===== src/rtl/lzx_decoder_scan_pkg.sv =====
// Shared encodings for the one-cold direct/scan decoder.
package lzx_decoder_scan_pkg;

   typedef enum logic [1:0] {
      ST_IDLE   = 2'd0,
      ST_DIRECT = 2'd1,
      ST_SCAN   = 2'd2,
      ST_PAUSE  = 2'd3
   } state_e;

   localparam logic MODE_DIRECT = 1'b0;
   localparam logic MODE_SCAN   = 1'b1;

endpackage


===== src/rtl/lzx_decoder_scan_dwell.sv =====
// Dwell counter: counts inc pulses 0..DWELL-1 and wraps; clr has priority.
module lzx_dwell_counter #(
   parameter int unsigned DWELL = 4
) (
   input  logic clk_i,
   input  logic rst_i,
   input  logic clr_i,
   input  logic inc_i,
   output logic done_o
);

   localparam int unsigned CntW = (DWELL > 1) ? $clog2(DWELL) : 1;

   logic [CntW-1:0] cnt_q, cnt_d;

   assign done_o = (cnt_q == CntW'(DWELL - 1));

   always_comb begin
      cnt_d = cnt_q;
      if (clr_i) begin
         cnt_d = '0;
      end else if (inc_i) begin
         cnt_d = done_o ? '0 : cnt_q + CntW'(1);
      end
   end

   always_ff @(posedge clk_i) begin
      if (rst_i) begin
         cnt_q <= '0;
      end else begin
         cnt_q <= cnt_d;
      end
   end

endmodule


===== src/rtl/lzx_decoder_scan.sv =====
// SEL_W-to-2^SEL_W one-cold decoder with registered outputs and an
// auto-scan mode that dwells DWELL cycles per output, with pause/resume.
module lzx_decoder_scan
   import lzx_decoder_scan_pkg::*;
#(
   parameter int unsigned SEL_W = 2,
   parameter int unsigned DWELL = 4
) (
   input  logic                   clk_i,
   input  logic                   rst_i,
   input  logic                   en_i,
   input  logic                   mode_i,
   input  logic [SEL_W-1:0]       sel_i,
   output logic [(1<<SEL_W)-1:0]  y_o,
   output logic [SEL_W-1:0]       idx_o,
   output logic                   wrap_o
);

   localparam int unsigned N = 1 << SEL_W;
   localparam logic [N-1:0] One = {{(N-1){1'b0}}, 1'b1};

   state_e           state_q, state_d;
   logic [N-1:0]     y_q, y_d;
   logic [SEL_W-1:0] idx_q, idx_d;
   logic             wrap_q, wrap_d;
   logic             cnt_clr, cnt_inc, cnt_done;

   lzx_dwell_counter #(
      .DWELL (DWELL)
   ) u_dwell (
      .clk_i  (clk_i),
      .rst_i  (rst_i),
      .clr_i  (cnt_clr),
      .inc_i  (cnt_inc),
      .done_o (cnt_done)
   );

   always_ff @(posedge clk_i) begin
      if (rst_i) begin
         state_q <= ST_IDLE;
      end else begin
         state_q <= state_d;
      end
   end

   always_comb begin
      state_d = state_q;
      if (!en_i) begin
         state_d = (state_q == ST_SCAN || state_q == ST_PAUSE) ? ST_PAUSE : ST_IDLE;
      end else if (mode_i == MODE_DIRECT) begin
         state_d = ST_DIRECT;
      end else begin
         state_d = ST_SCAN;
      end
   end

   // Outputs depend on the transition: SCAN entry differs by where it came from.
   always_comb begin
      y_d     = '1;
      idx_d   = idx_q;
      wrap_d  = 1'b0;
      cnt_clr = 1'b0;
      cnt_inc = 1'b0;
      unique case (state_d)
         ST_DIRECT: begin
            idx_d = sel_i;
            y_d   = ~(One << sel_i);
         end
         ST_SCAN: begin
            if (state_q == ST_SCAN) begin
               cnt_inc = 1'b1;
               if (cnt_done) begin
                  idx_d  = idx_q + SEL_W'(1);
                  wrap_d = &idx_q;
               end
               y_d = ~(One << idx_d);
            end else if (state_q == ST_PAUSE) begin
               y_d = ~(One << idx_q);
            end else begin
               idx_d   = '0;
               cnt_clr = 1'b1;
               y_d     = ~One;
            end
         end
         default: ;
      endcase
   end

   always_ff @(posedge clk_i) begin
      if (rst_i) begin
         y_q    <= '1;
         idx_q  <= '0;
         wrap_q <= 1'b0;
      end else begin
         y_q    <= y_d;
         idx_q  <= idx_d;
         wrap_q <= wrap_d;
      end
   end

   assign y_o    = y_q;
   assign idx_o  = idx_q;
   assign wrap_o = wrap_q;

endmodule


===== config.mk =====
export PLATFORM = sky130hd
export DESIGN_NAME = lzx_decoder_scan
export DESIGN_NICKNAME = d
export VERILOG_FILES = /design/src/rtl/lzx_decoder_scan_pkg.sv /design/src/rtl/lzx_decoder_scan_dwell.sv /design/src/rtl/lzx_decoder_scan.sv
export SDC_FILE = /design/constraint.sdc
export NUM_CORES = 1
export LEC_CHECK = 0
export CAP_MARGIN = 15
export CORE_MARGIN = 2
export CORE_UTILIZATION = 49
export CTS_CLUSTER_SIZE = 40
export DETAILED_ROUTE_END_ITERATION = 12
export PLACE_DENSITY = 0.77
export REMOVE_ABC_BUFFERS = 1
export SLEW_MARGIN = 25
export SYNTH_ARGS = -nofsm -noshare
export SYNTH_HDL_FRONTEND = slang
export SYNTH_SLANG_ARGS = --single-unit
export TNS_END_PERCENT = 20

===== constraint.sdc =====
create_clock -name clk_i -period 1.9 [get_ports clk_i]
set_input_delay 0.38 -clock clk_i [delete_from_list [all_inputs] [get_ports clk_i]]
set_output_delay 0.38 -clock clk_i [all_outputs]
set_load 0.03 [all_outputs]

# Yosys cells after proc, flatten, opt, wreduce, memory -nomap -nowiden
# Cells that the tools add are included.
# totals
inputBits	6
ff_bits	11
output_inout_bits	7
word_cells	46
# classes
shift	3
addsub	2
mux	18
n_eq_ne	6
bitwise_logic	6
reduce_logical	6
# op_table
operator	count
$mux W2	9
$not A4 Y4	3
$shl A1 B2 Y4 const A	3
$eq A2 B2 Y1 const B	4
$mux W4	2
$pmux W4 S2	1
$mux W1	5
$add A2 B1 Y2 const B	2
$pmux W2 S2	1
$reduce_and A2 Y1	2
$reduce_or A4 Y1	1
$ne A3 B3 Y1 const B	1
$not A1 Y1	3
$eq A2 B1 Y1 const B	1
$reduce_bool A2 Y1	1
$reduce_or A2 Y1	1
$logic_or A1 B1 Y1	1

# Depth between registers and ports, before layout
# Gate-level depths: netlist (run 1).
# logic_depth
depth_word	10
mapped_depth	5
mapped_depth_nobuf	5

# Modules after synthesis
# From an unflattened synthesis (run 1), not the netlist that was laid out.
# hier_totals
hier_cells	64
area_unflattened_um2	639.4
# by_module_without_submodules
module	n_inst	cells_each	area_each_um2	seq_area_each_um2
lzx_decoder_scan	1	56	544.3	180.2
lzx_dwell_counter	1	8	95.1	40.0

# Worst setup path before layout (run 1)
# OpenSTA, ideal clock, no wires.
# synth_timing
path_type	register -> register
from	register idx_q[0] (netlist: idx_o[0])
to	register idx_q[1] (netlist: idx_o[1])
setup_time_ns	0.103
t_required_ns	1.797
path_buffers	0
slack_ns	0.120
period_less_slack_ns	1.780
arrival_time_ns	1.676
stages_incl_launch_ff	6
cell_sequence	dfxtp_1 -> inv_1 -> ha_1 -> mux2i_1 -> or2_1 -> a2111oi_2
# synth_via
elab_chain_cells	6
# synth_lines
item	line_no	source
start: declaration	lzx_decoder_scan.sv:24	logic [SEL_W-1:0] idx_q, idx_d;
start signal: assignment	lzx_decoder_scan.sv:96	idx_q <= idx_d;
$add A2 B1 Y2	lzx_decoder_scan.sv:73	idx_d = idx_q + SEL_W'(1);
$mux W2	lzx_decoder_scan.sv:72	if (cnt_done) begin
$mux W2	lzx_decoder_scan.sv:70	if (state_q == ST_SCAN) begin
$mux W2	lzx_decoder_scan.sv:64	unique case (state_d)
$mux W2	lzx_decoder_scan.sv:70	
$pmux W2 S2	lzx_decoder_scan.sv:64	
# No other way between the ends. The select of a mux whose other input is x is not followed.
# A chain may end at the register's enable or synchronous reset.

# Worst setup path after layout (run 1)
# layout_timing
from	register idx_q[1] (netlist: idx_o[1])
to	output port idx_o[1]
# layout_rtl
item	line_no	source
end: declaration	lzx_decoder_scan.sv:15	output logic [SEL_W-1:0] idx_o,
# No word-level cell between the ends.

==> results of run 1 <==
[metrics by stage]
step / setup WS, ps / std cells / area, µm²
2_1_floorplan: 120.2 / 73 / 664.4
3_3_place_gp: 162.4 / 104 / 833.3
3_5_place_dp: 119.0 / 104 / 833.3
4_1_cts: 50.53 / 108 / 859.6
5_1_grt: 16.87 / 108 / 859.6
6_report: 73.49 / 108 / 859.6
[flip-flops by register name (all words and copies together), names as in the netlist]
signal and flops:
y_o 4, idx_o 2, state_q 2, u_dwell.cnt_q 2, wrap_o 1
[cell usage in the layout, fill, tap and decap left out, types with 3 or more instances in the layout]
cell,count
clkdlybuf4s50_1,12
dfxtp_1,11
a21oi_1,8
nand2_1,6
ha_1,5
inv_1,4
buf_4,4
nor3b_1,3
o21ai_0,3
nor2_1,3
nand3_1,3
clkbuf_4,3
[cells in the mapped netlist]
master,count,share of area
nand3_2,1,0.014
nand2b_4,1,0.019
nand4b_1,1,0.012
a31oi_1,1,0.0089
a21o_1,1,0.011
nor2_1,3,0.016
or2_1,1,0.0089
buf_6,2,0.032
inv_1,4,0.021
o21ai_1,1,0.0071
dfxtp_1,11,0.31
clkbuf_1,1,0.0053
nand2_1,6,0.032
nor4b_1,1,0.012
nand3_1,3,0.021
xor2_1,1,0.012
or2b_1,1,0.011
a32oi_1,1,0.012
or3b_2,1,0.012
o211ai_1,1,0.011
nor3b_4,1,0.027
or3b_1,1,0.012
nor3b_1,3,0.032
a21oi_1,8,0.057
ha_1,5,0.089
a2bb2oi_1,1,0.012
buf_4,2,0.021
nor3_1,1,0.0071
o32ai_1,1,0.012
mux2i_1,1,0.014
o21bai_1,1,0.011
a221o_1,1,0.014
nand3b_1,1,0.011
nand4bb_1,1,0.016
o21ai_0,3,0.021
or4_1,1,0.011
and2_1,1,0.0089
a2111oi_2,1,0.021
a22oi_1,1,0.011
[layout make-up]
cell class / count / area, µm² / area share
repair buffers: 16 / 150.1 / 0.1747
inverters: 4 / 15.01 / 0.01747
multi-input cells: 58 / 429.2 / 0.4993
flip-flops and latches: 11 / 220.2 / 0.2562
well taps: 15 / 18.77 / 0.02183
clock buffers: 4 / 26.28 / 0.03057
[worst min-delay path by stage]
stage | from | endpoint | cells past startpoint
finish | u_dwell.cnt_q[1]$_SDFFE_PP0N_ | u_dwell.cnt_q[1]$_SDFFE_PP0N_ | 2
global route | u_dwell.cnt_q[0]$_SDFFE_PP0N_ | u_dwell.cnt_q[0]$_SDFFE_PP0N_ | 2
CTS | u_dwell.cnt_q[1]$_SDFFE_PP0N_ | u_dwell.cnt_q[1]$_SDFFE_PP0N_ | 2
detailed placement | u_dwell.cnt_q[1]$_SDFFE_PP0N_ | u_dwell.cnt_q[1]$_SDFFE_PP0N_ | 2
global placement | u_dwell.cnt_q[1]$_SDFFE_PP0N_ | u_dwell.cnt_q[1]$_SDFFE_PP0N_ | 2
floorplan | u_dwell.cnt_q[1]$_SDFFE_PP0N_ | u_dwell.cnt_q[1]$_SDFFE_PP0N_ | 2
[kinds of logic (layout without fill, tap and decap cells)]
family | Yosys count | after routing | share of synthesized area
AO/OA/AOI/OAI | 22 | 22 | 0.2092
XOR/XNOR | 1 | 1 | 0.01241
adder cells (fa/ha/maj) | 5 | 5 | 0.08865
buffers and inverters | 9 | 24 | 0.07977
flip-flops | 11 | 11 | 0.3121
multiplexers | 1 | 1 | 0.01418
AND/OR/NAND/NOR | 29 | 29 | 0.2837
[report_power, final]
group          switching (mW)  leakage [nW]  internal [mW]
Sequential             0.0115        0.0899          0.238
Combinational          0.0488         0.222         0.0445
Clock                  0.0751        0.0150         0.0812
[layer usage]
layer,vias to the layer above,wire length [µm]
met5,-,0
met4,0,25
met3,4,94
met2,26,685
met1,284,648
li1,319,-
==> results.json, run 1 <==
{
  "core.rowCount": 13,
  "outcome": "finished clean",
  "cts_tree": "yes",
  "hold_buffers": 0,
  "postSynthCellCount": 78,
  "slew_headroom": 0.6841,
  "peakVddDrop_mv": 0.4833,
  "nFillCells": 113,
  "startpoint_type": "register",
  "dr.pass1.iters": 4,
  "synth_seq_cells": 11,
  "initial_utilization": 0.5356,
  "p_leak_nw": 0.3264,
  "globalRoute.totalOverflow": 0,
  "first_iter_violations": 15,
  "cts.clk_slew.worst_paths_ps": 70,
  "grtUsageMet3": 0.06957,
  "yosysUniqueCellTypes": 39,
  "period_share": 0.9613,
  "maxCapViolCount": 0,
  "rr_startpoint": "idx_o[1]$_SDFFE_PP0P_",
  "place_hpwl_mm": 1.095,
  "worst_slew_pin_slew_ps": 472.4,
  "postRouteAntennaNets": 0,
  "area_growth_pct": 21.81,
  "grt_util_met1": 0.2026,
  "cts_buffer_depth": 2,
  "slew_viol_final": 0,
  "drc": 0,
  "antenna_found_initial": 0,
  "r2r_cells": 5,
  "die_h_um": 41.95,
  "cp_slowest_cell": "clkdlybuf4s50_1",
  "grt_pass1_vias": 593,
  "io_pins": 13,
  "rsz0062_at_grt": "false",
  "die-area_um2": 1760,
  "crit_path_end_kind": "output pin",
  "worstSetupStartpoint": "idx_o[1]$_SDFFE_PP0P_",
  "grt.busiest_layer": "met2",
  "synth_area_um2": 705.7,
  "wl_mm": 1.454,
  "antennaDiodeCount": 0,
  "critPathMaxFanout": 8,
  "htree_levels": 1,
  "fin_crit_ps": 1827,
  "drt-vias-per-instance": 5.861,
  "synth_warnings": 0,
  "avgSynthCellArea_um2": 9.047,
  "cts_made_buffers": 3,
  "grt_max_degree": 14,
  "path_depth": 1,
  "pwr_density_cell_nw_per_um2": 580.8,
  "nets": 105,
  "num_vias": 633,
  "die_w_um": 41.95,
  "path_buf_inv": 1,
  "r2r_setup_slack_ps": 270,
  "root_buffer": "clkbuf_4",
  "critPathArrivalTime_ps": 1450,
  "slowest_delay_ps": 720,
  "min_path_type": "register to register",
  "clock_skew_ps": 1.912,
  "cts_resized": 0,
  "port-buffer-count": 12,
  "power_mw": 0.4992,
  "critPathKind": "register to output pin",
  "critPathTopFamily": "buffers and inverters",
  "fmax_mhz": 547.5,
  "holdWs_ps": 490.5,
  "tns_ps": 0,
  "clk_latency_ps": 260,
  "finalHoldViolCount": 0,
  "rr_endpoint": "idx_o[1]$_SDFFE_PP0P_",
  "worstPathCellList": "clkdlybuf4s50_1",
  "setup_viol": 0,
  "grtUsageMet2": 0.3094,
  "track_usage": 0.1812,
  "postCtsSetupBuffers": 0,
  "drive_gt1_frac": 0.1290,
  "cts_sinks": 11,
  "required_ps": 1520,
  "endpoint": "idx_o[1]",
  "gp_congestion": 0.7982,
  "ys_seq_area_frac": 0.3121,
  "fin_util": 0.6524,
  "fp.coreArea_um2": 1318,
  "grt_first_pass_wirelength_mm": 2.415,
  "wl_per_cell_um": 13.46
}
No activity file was read; power rests on OpenSTA's default activity.
==> inputs of run 2 (changes only) <==
Settings changed: MAX_ROUTING_LAYER set to met4.
==> run 2 against run 1 <==
  * Routed wire length increased by 0.14%
  * Worst setup slack got worse by 3.7 ps
  * Die area unchanged
  * Global-route usage increased by 0.50 points
  * Worst hold slack improved by 0.55 ps
  * Critical path depth unchanged
  * Fmax decreased by 0.20%
  * Sequential power about the same
  * First-iteration DRC count unchanged
  * Power increased by 0.35%
  * Design area unchanged
  * Clock-buffer cell count unchanged
  * Critical path type unchanged
  * Largest cell class unchanged
==> results.json, run 2 (synthesized netlist as in run 1, its figures left out) <==
{
  "port-buffer-count": 12,
  "p_leak_nw": 0.3264,
  "cts.clk_slew.worst_paths_ps": 70,
  "nets": 105,
  "slowest_delay_ps": 720,
  "antennaDiodeCount": 0,
  "critPathKind": "register to output pin",
  "final_cells": 108,
  "startpoint_type": "register",
  "wl_per_cell_um": 13.48,
  "die_w_um": 41.95,
  "die-area_um2": 1760,
  "cts_made_buffers": 3,
  "slew_viol_final": 0,
  "htree_levels": 1,
  "fin_crit_ps": 1830,
  "grt_max_degree": 14,
  "drc": 0,
  "setup_viol": 0,
  "area_growth_pct": 21.81,
  "worstPathCellList": "clkdlybuf4s50_1",
  "tns_ps": 0,
  "peakVddDrop_mv": 0.4833,
  "finalHoldViolCount": 0,
  "grt.busiest_layer": "met2",
  "die_h_um": 41.95,
  "nFillCells": 113,
  "drt-vias-per-instance": 5.815,
  "grtUsageMet3": 0.06957,
  "io_pins": 13,
  "power_frac_seq": 0.498,
  "maxCapViolCount": 0,
  "place_inst": 104,
  "min_path_type": "register to register",
  "core.rowCount": 13,
  "sw_frac_of_total": 0.2735,
  "slew_headroom": 0.6850,
  "p_clk_frac": 0.316,
  "wl_mm": 1.456,
  "outcome": "finished clean",
  "rsz0062_at_grt": "false",
  "postRouteAntennaNets": 0,
  "cp_slowest_cell": "clkdlybuf4s50_1",
  "first_iter_violations": 15,
  "initial_utilization": 0.5356,
  "critPathTopFamily": "buffers and inverters",
  "clock_skew_ps": 3.023,
  "setup_ws_ps": 69.76,
  "track_usage": 0.1862,
  "largest_register_ffs": 4,
  "dr.pass1.iters": 4,
  "gp_congestion": 0.8096,
  "pwr-share-comb": 0.186,
  "fmax_mhz": 546.4,
  "fp.coreArea_um2": 1318,
  "critPathMaxFanout": 8,
  "p_sw_mw": 0.1370,
  "cts_tree": "yes",
  "hold_buffers": 0,
  "path_buf_inv": 1,
  "post-place-ws_ps": 119.0,
  "final_cell_mix": "12 x clkdlybuf4s50_1, 11 x dfxtp_1, 8 x a21oi_1, 6 x nand2_1, 5 x ha_1",
  "grtUsageMet2": 0.3094,
  "antenna_found_initial": 0,
  "worst_slew_pin_slew_ps": 471.0,
  "clk_latency_ps": 270,
  "internal-power_mw": 0.3640,
  "postCtsSetupBuffers": 0,
  "cts_sinks": 11,
  "globalRoute.totalOverflow": 0,
  "grt_util_met1": 0.2026,
  "critPathArrivalTime_ps": 1450,
  "num_vias": 628,
  "mostFrequentLayoutCell": "clkdlybuf4s50_1",
  "required_ps": 1520,
  "root_buffer": "clkbuf_4",
  "drive_gt1_frac": 0.1290,
  "place_hpwl_mm": 1.095,
  "cts_buffer_depth": 2,
  "grt_pass1_vias": 592,
  "cts_resized": 0,
  "crit_path_end_kind": "output pin",
  "period_share": 0.9633,
  "pwr_density_cell_nw_per_um2": 582.8,
  "grt_first_pass_wirelength_mm": 2.415
}
run 2: final cells by class:
cell class / count / area (µm²) / share of cell area
multi-input combinational: 58 / 429.2 / 0.4993
sequential: 11 / 220.2 / 0.2562
timing repair buffer: 16 / 150.1 / 0.1747
clock buffer: 4 / 26.28 / 0.03057
tap: 15 / 18.77 / 0.02183
inverter: 4 / 15.01 / 0.01747
run 2: per-layer routing:
layer,up-vias,share of wire
li1,316,-
met1,285,0.44
met2,23,0.48
met3,4,0.067
met4,0,0.014
met5,-,0
run 2: per-stage QoR:
| stage | hold slack (ps) | util | area [µm²] | total power, mW |
|---|---|---|---|---|
| finish | 491.0 | 0.6524 | 859.6 | 0.5010 |
| global route | 539.9 | 0.6524 | 859.6 | 0.5263 |
| CTS | 492.6 | 0.6524 | 859.6 | 0.5088 |
| detailed placement | 482.2 | 0.6325 | 833.3 | 0.3477 |
| global placement | 473.1 | 0.6325 | 833.3 | 0.3459 |
| floorplan | 447.2 | - | 664.4 | 0.3010 |
run 2: worst paths after layout:
path | startpoint | cells past startpoint | end | slack (ps)
worst max-delay path | idx_o[1]$_SDFFE_PP0P_ | 1 | idx_o[1] | 70
worst min-delay path | u_dwell.cnt_q[1]$_SDFFE_PP0N_ | 2 | u_dwell.cnt_q[1]$_SDFFE_PP0N_ | 490
worst max register to register | idx_o[1]$_SDFFE_PP0P_ | 5 | idx_o[1]$_SDFFE_PP0P_ | 260
worst min register to register | u_dwell.cnt_q[1]$_SDFFE_PP0N_ | 2 | u_dwell.cnt_q[1]$_SDFFE_PP0N_ | 490
run 2: power groups by stage:
stage / Sequential [mW] / Clock (mW) / Combinational (mW)
2_1_floorplan: 0.263 / 0 / 0.0379
3_3_place_gp: 0.255 / 0 / 0.0910
3_5_place_dp: 0.255 / 0 / 0.0928
4_1_cts: 0.249 / 0.167 / 0.0929
5_1_grt: 0.251 / 0.174 / 0.101
6_report: 0.250 / 0.158 / 0.0931
==> inputs of run 3 (changes only) <==
Clock period 1.9 ns to 1.78 ns, I/O delays scaled along.
==> run 3 against run 2 <==
  * First-iteration DRC count up 20%
  * Clock power up 11%
  * Core utilization up 0.57 points
  * Worst setup slack better by 19 ps
  * Flip-flop and latch count unchanged
  * Largest power group unchanged
==> results.json, run 3 (synthesized netlist as in run 1, its figures left out) <==
{
  "postRouteAntennaNets": 0,
  "worstPathCellList": "clkdlybuf4s50_1",
  "critPathArrivalTime_ps": 1330,
  "cts_buffer_depth": 2,
  "crit_path_end_kind": "output pin",
  "rr_startpoint": "idx_o[1]$_SDFFE_PP0P_",
  "antennaDiodeCount": 0,
  "cts.clk_slew.worst_paths_ps": 70,
  "r2r_cells": 5,
  "startpoint_type": "register",
  "cts_tree": "yes",
  "worst_slew_pin_slew_ps": 498.6,
  "postCtsSetupBuffers": 0,
  "p_leak_nw": 0.3354,
  "required_ps": 1420,
  "period_share": 0.9500,
  "wl_mm": 1.542,
  "grt_first_pass_wirelength_mm": 2.670,
  "root_buffer": "clkbuf_4",
  "drive_gt1_frac": 0.1489,
  "port-buffer-count": 12,
  "holdPathStages": 2,
  "cp_slowest_cell": "clkdlybuf4s50_1",
  "initial_utilization": 0.5356,
  "first_iter_violations": 18,
  "wl_per_cell_um": 14.15,
  "gp_congestion": 0.8249,
  "power_mw": 0.5444,
  "r2r_setup_slack_ps": 200,
  "dr.pass1.iters": 5,
  "antenna_found_initial": 0,
  "cts_made_buffers": 3,
  "cts_sinks": 11,
  "drt-vias-per-instance": 5.991,
  "clock_skew_ps": 0.4408,
  "cts_resized": 1,
  "slowest_delay_ps": 680,
  "htree_levels": 1,
  "final_cell_mix": "11 x clkdlybuf4s50_1, 10 x dfxtp_1, 8 x a21oi_1, 6 x nand2_1",
  "die_h_um": 41.95,
  "num_vias": 653,
  "finalHoldViolCount": 0,
  "die-area_um2": 1760,
  "setup_viol": 0,
  "hp-start": "u_dwell.cnt_q[1]$_SDFFE_PP0N_",
  "globalRoute.totalOverflow": 0,
  "peakVddDrop_mv": 0.5045,
  "drc": 0,
  "whs_endpoint": "u_dwell.cnt_q[1]$_SDFFE_PP0N_",
  "io_pins": 13,
  "tns_ps": 0,
  "maxCapViolCount": 0,
  "fin_crit_ps": 1691,
  "rr_endpoint": "idx_o[1]$_SDFFE_PP0P_",
  "slew_headroom": 0.6665,
  "hold_buffers": 0,
  "rsz0062_at_grt": "false",
  "critPathTopFamily": "buffers and inverters",
  "mostFrequentLayoutCell": "clkdlybuf4s50_1",
  "track_usage": 0.2068,
  "min_path_type": "register to register",
  "area_growth_pct": 22.87,
  "fp.coreArea_um2": 1318,
  "die_w_um": 41.95,
  "fmax_mhz": 591.4,
  "critPathMaxFanout": 4,
  "core.rowCount": 13,
  "clk_latency_ps": 280,
  "grt_pass1_vias": 599,
  "largest_register_ffs": 4,
  "slew_viol_final": 0,
  "place_hpwl_mm": 1.165,
  "pwr_density_cell_nw_per_um2": 627.8,
  "outcome": "finished clean",
  "grt_max_degree": 14,
  "nets": 106,
  "path_buf_inv": 1,
  "critPathKind": "register to output pin"
}
==> run 3: metal layers <==
layer,GRT usage,share of wire
met5,-,0
met3,0.06522,0.072
met2,0.3094,0.46
met4,0.09032,0.019
met1,0.2540,0.45
==> run 3: stage by stage <==
stage | area (µm²) | setup slack [ps] | instances | util | hold slack [ps]
5_1_grt | 867.1 | 41.89 | 109 | 0.6581 | 496.6
2_1_floorplan | 664.4 | 0.1611 | 73 | - | 425.1
4_1_cts | 865.8 | 78.53 | 109 | 0.6572 | 486.9
6_report | 867.1 | 89.03 | 109 | 0.6581 | 483.0
3_3_place_gp | 840.8 | 71.00 | 105 | 0.6382 | 467.0
3_5_place_dp | 840.8 | 13.51 | 105 | 0.6382 | 477.0
==> run 3: where the power goes <==
group / switching [mW] / internal [mW] / total (mW) / leakage (nW)
Sequential: 0.0116 / 0.255 / 0.266 / 0.0902
Clock: 0.0889 / 0.0871 / 0.176 / 0.0150
Combinational: 0.0543 / 0.0477 / 0.102 / 0.230
Total: 0.155 / 0.390 / 0.544 / 0.335
==> run 3: final cells by class <==
class / count / area, µm²
Sequential cell: 11 / 221.5
Clock buffer: 4 / 26.28
Timing Repair Buffer: 17 / 156.4
Tap cell: 15 / 18.77
Fill cell: 127 / 450.4
Multi-Input combinational cell: 58 / 429.2
Inverter: 4 / 15.01
==> run 3: worst max-delay path by stage <==
stage | startpoint | endpoint | slack [ps] | depth (start not counted)
4_1_cts | idx_o[0]$_SDFFE_PP0P_ | idx_o[0] | 80 | 1
3_5_place_dp | mode_i | idx_o[1]$_SDFFE_PP0P_ | 10 | 4
2_1_floorplan | idx_o[0]$_SDFFE_PP0P_ | idx_o[1]$_SDFFE_PP0P_ | 0.2 | 5
3_3_place_gp | mode_i | idx_o[1]$_SDFFE_PP0P_ | 70 | 4
5_1_grt | idx_o[0]$_SDFFE_PP0P_ | idx_o[0] | 40 | 1
6_report | idx_o[0]$_SDFFE_PP0P_ | idx_o[0] | 90 | 1
==> run 3: worst reg2reg max path, stage by stage (launching register included) <==
cell and delay [ps]:
dfxtp_2 410, inv_1 80, ha_1 320, mux2i_1 90
or2_1 260, a2111oi_2 310
